<file path="src/rtl/gf180mcu_fd_sc_mcu7t5v0__exer_pkg.sv">
// Shared definitions for the standard-cell exercisers: sequencer states,
// field widths and the reference function for the 3-input NOR cell.
package gf180mcu_fd_sc_mcu7t5v0__exer_pkg;

   // Width of the mismatch counter (saturates at all-ones).
   localparam int ERR_CNT_W = 4;
   // Width of the input vector {A3,A2,A1}.
   localparam int VEC_W     = 3;
   // Width of the completed-sweep counter.
   localparam int LOOP_W    = 8;
   // Width of the per-vector settle timer (SETTLE_CYCLES is 1..15).
   localparam int SET_W     = 4;

   // Sequencer states; encodings are fixed so debug captures stay readable.
   typedef enum logic [1:0] {
      IDLE   = 2'd0,
      SETTLE = 2'd1,
      SAMPLE = 2'd2,
      FINISH = 2'd3
   } exer_state_e;

   // Expected ZN of a NOR3 cell for a given {A3,A2,A1} vector.
   function automatic logic nor3_exp(input logic [VEC_W-1:0] vec);
      return ~(|vec);
   endfunction

endpackage

</file>
<file path="src/rtl/gf180mcu_fd_sc_mcu7t5v0__satcnt.sv">
// Saturating up-counter with synchronous clear. Clear has priority over
// increment; once the counter reaches all-ones further increments are dropped.
module gf180mcu_fd_sc_mcu7t5v0__satcnt
   import gf180mcu_fd_sc_mcu7t5v0__exer_pkg::*;
#(
   parameter int WIDTH = ERR_CNT_W
) (
   input  logic             clk_i,
   input  logic             rst_ni,
   input  logic             clr_i,
   input  logic             inc_i,
   output logic [WIDTH-1:0] cnt_o
);

   localparam logic [WIDTH-1:0] CNT_MAX = {WIDTH{1'b1}};

   logic [WIDTH-1:0] cnt_q;
   logic [WIDTH-1:0] cnt_d;

   // Next count: clear wins, otherwise count up and stick at the maximum.
   always_comb begin
      cnt_d = cnt_q;
      if (clr_i) begin
         cnt_d = '0;
      end else if (inc_i && (cnt_q != CNT_MAX)) begin
         cnt_d = cnt_q + 1'b1;
      end
   end

   // Count register, cleared immediately by the asynchronous reset.
   always_ff @(posedge clk_i or negedge rst_ni) begin
      if (!rst_ni) begin
         cnt_q <= '0;
      end else begin
         cnt_q <= cnt_d;
      end
   end

   assign cnt_o = cnt_q;

endmodule

</file>
<file path="config.mk">
export PLATFORM = sky130hd
export DESIGN_NAME = gf180mcu_fd_sc_mcu7t5v0__satcnt
export DESIGN_NICKNAME = d
export VERILOG_FILES = /design/src/rtl/gf180mcu_fd_sc_mcu7t5v0__exer_pkg.sv /design/src/rtl/gf180mcu_fd_sc_mcu7t5v0__satcnt.sv
export SDC_FILE = /design/constraint.sdc
export NUM_CORES = 1
export LEC_CHECK = 0
export CELL_PAD_IN_SITES_DETAIL_PLACEMENT = 1
export CELL_PAD_IN_SITES_GLOBAL_PLACEMENT = 2
export CORE_AREA = 2 2 39 41
export DETAILED_ROUTE_END_ITERATION = 16
export DIE_AREA = 0 0 41 43
export PLACE_DENSITY_LB_ADDON = 0.1
export SLEW_MARGIN = 20
export SYNTH_ARGS = -nofsm -noshare
export SYNTH_HDL_FRONTEND = slang
export SYNTH_SLANG_ARGS = --single-unit
export TNS_END_PERCENT = 10
</file>
<file path="constraint.sdc">
create_clock -name clk_i -period 1.3 [get_ports clk_i]
set_input_delay 0.26 -clock clk_i [delete_from_list [all_inputs] [get_ports clk_i]]
set_output_delay 0.26 -clock clk_i [all_outputs]
set_load 0.03 [all_outputs]
</file>
==> impl_metrics.csv <==
group,metric,value,unit
yosys,ys_async_sr_fraction,100,%
power,seq_power_share,35.4,%
layout,layout.nets,40,
grt,track_usage,9.46,%
grt,grt_pass1_wl,986,um
layout,largest_reg_flops,4,
grt,grt_max_degree,6,
critical_path,worstSetupPathType,"reg2reg",
sta,min_period,1290,ps
power,p_int,0.000289,W
place,dp_hpwl,494,um
clocking,h-tree-depth,1,
critical_path,critPathSlowestCell,"dfrtp_2",
sta,fin_tns_setup,0,ps
yosys,netlist_top_cells_count,"dfrtp_1 (4), a21oi_1 (2), nand2b_1 (2)",
sta,worst_slew_pin_slew,208,ps
sta,clock.fmax,777,MHz
sta,finalSetupViolCount,0,
routing,drc,0,
grt,grt_pass1_vias,234,
yosys,synth.top_cells.by_area,"dfrtp_1 (44%), mux2_4 (6.6%), nor2b_4 (6.0%), ha_1 (5.5%), nand2b_1 (5.5%)",
clocking,cts_buffers,3,
critical_path,crit_fanout,3,
critical_path,reg2reg_slack,10,ps
sta,slew-limit-headroom,86.1,%
place,post-place-ws,-99.4,ps
critical_path,r2r_start,"cnt_o[1]",
grt,antenna_found_initial,0,
yosys,syn_area_per_cell,11.4,um^2
clocking,clockRootBuffer,"clkbuf_4",
power,leakage,0.167,nW
clocking,clk_latency,240,ps
floorplanning,io_pins,8,
critical_path,cpPeakStageDelay,420,ps
yosys,synth_top_area_share,43.7,%
floorplanning,num_rows,14,
status,status,"completed",
floorplanning,die_h,43,um
yosys,synth_top_flop_cell,"dfrtp_1",
job,drv_cap,0,
yosys,synth_edf_count,0,
layout,area_growth,62.8,%
critical_path,r2r-end,"cnt_o[0]",
sta,rsz0062_at_grt,"yes",
floorplanning,start_util,16.5,%
clocking,cts.path.max_buffers,2,
sta,slew_violations,0,
power,pwr-share-clk,45.1,%
clocking,cts_tree,"built",
power,power_switching,0.000103,W
sta,fin_worst_skew,9.73,ps
critical_path,critical_path.cell_chain,"ha_4 -> and3_4 -> nor2b_4 -> mux2_4",
grt,overflow,0,
routing,viasPerCell,4.30,
floorplanning,die_x,41,um
yosys,ys_seq_elements,4,
floorplanning,die_area,1760,um^2
critical_path,cp.required,1430,ps
yosys,yosysMostFrequentCell,"dfrtp_1",
power,ir_drop,0.000387,V
yosys,ys_types,15,
yosys,synth-warning-count,0,
place,place.port_buffers,7,
layout,antenna_cells,0,
critical_path,worst-r2r-cell-count,4,
sta,fin_crit_sh,99.0,%
yosys,syn_inst,20,
power,swShare,26.2,%
power,powerDensity,1050,nW/um^2
clocking,hold_buffers,0,
routing,wl_per_cell,11.7,um
floorplanning,core_area,1380,um^2
routing,num_vias,215,
critical_path,cp-startpoint,"cnt_o[1]",
yosys,syn_nets,25,
routing,drt_iter0_markers,2,
layout,n_fill_cell,169,
power,p_comb_share,19.5,%
routing,detail-route-antenna-nets,0,
clocking,clk_pin_slew,50,ps
sta,hold_violations,0,
critical_path,worst_ep_arrival_time,1410,ps
routing,first_pass_iters,2,
clocking,cts.sinks,4,
critical_path,worst_setup_path_start_kind,"register",
layout,finish.utilization,26.9,%
critical_path,end_kind,"register",
place,routabilityCongestion,0.585,
yosys,synth_area,229,um^2
power,total_power,0.000391,W
layout,drive_gt1_share,50.0,%
yosys,yosysSeqAreaShare,43.7,%
routing,drt_wl_total,586,um
sta,fin_ws,13.6,ps
yosys,synth_top_area_cell,"dfrtp_1",
hold_path,hold_path.class,"in2async",
cell usage in the layout (no fill, tap or decap):
master,instances
a21oi_1,2
and3_4,1
and4b_2,1
buf_4,7
clkbuf_1,1
clkbuf_4,3
clkdlybuf4s50_1,3
dfrtp_1,2
dfrtp_2,2
ha_4,1
mux2_4,1
mux2i_1,1
nand2b_1,2
nand4_1,1
nor2_1,1
nor2b_1,1
nor2b_4,1
nor3_1,1
o21ai_0,1
or2_0,1
metrics by stage:
stage          hold slack, ps  cell area, um^2  instances
5_1_grt                   236              373         50
3_5_place_dp              495              347         46
2_1_floorplan           -35.6              244         20
6_report                  227              373         50
4_1_cts                   227              373         50
3_3_place_gp              474              347         46
layer usage:
layer / GRT usage, % / vias to the layer above / part of all wire (%)
met1: 8.41 / 104 / 39
met2: 13.8 / 9 / 53
met4: 8.00 / 0 / 1.4
met5: 0 / - / 0
met3: 6.28 / 2 / 7.0
li1: - / 100 / -
final cells by class:
cell class | count | area, um^2 | share of cell area, %
tap | 16 | 20.0 | 5.37
timing repair buffer | 10 | 82.6 | 22.1
clock buffer | 4 | 26.3 | 7.05
multi-input combinational | 16 | 141 | 37.9
sequential | 4 | 103 | 27.5
worst max path at each step:
stage	endpoint	cells after the start
global placement	cnt_o[0]	3
detailed placement	cnt_o[0]	3
global route	cnt_o[0]	4
finish	cnt_o[0]	4
floorplan	cnt_o[0]	4
CTS	cnt_o[0]	4
power by group through the flow:
stage          Sequential (W)  Clock [W]  Combinational [W]
3_3_place_gp         0.000140          0          0.0000773
4_1_cts              0.000139   0.000188          0.0000781
5_1_grt              0.000139   0.000203          0.0000836
6_report             0.000138   0.000177          0.0000762
3_5_place_dp         0.000141          0          0.0000779
2_1_floorplan        0.000155          0          0.0000210
critical path: cells and delay by family, from the launching register on:
kind / cells / cell delay (ps)
adder cells (fa/ha/maj): 1 / 170
flip-flops: 1 / 420
multiplexers: 1 / 300
AND/OR/NAND/NOR: 2 / 280
repair_timing:
action / CTS / global route
buffers inserted: 0 / 0
endpoints found under the setup margin: 0 / 1
gates resized for setup: 0 / 0
cells by family after synthesis:
group / Yosys count / share of synthesized area (%)
AO/OA/AOI/OAI: 3 / 6.56
adder cells (fa/ha/maj): 1 / 5.46
flip-flops: 4 / 43.7
multiplexers: 2 / 10.9
AND/OR/NAND/NOR: 10 / 33.3
Power figures use the tool's default switching activity.
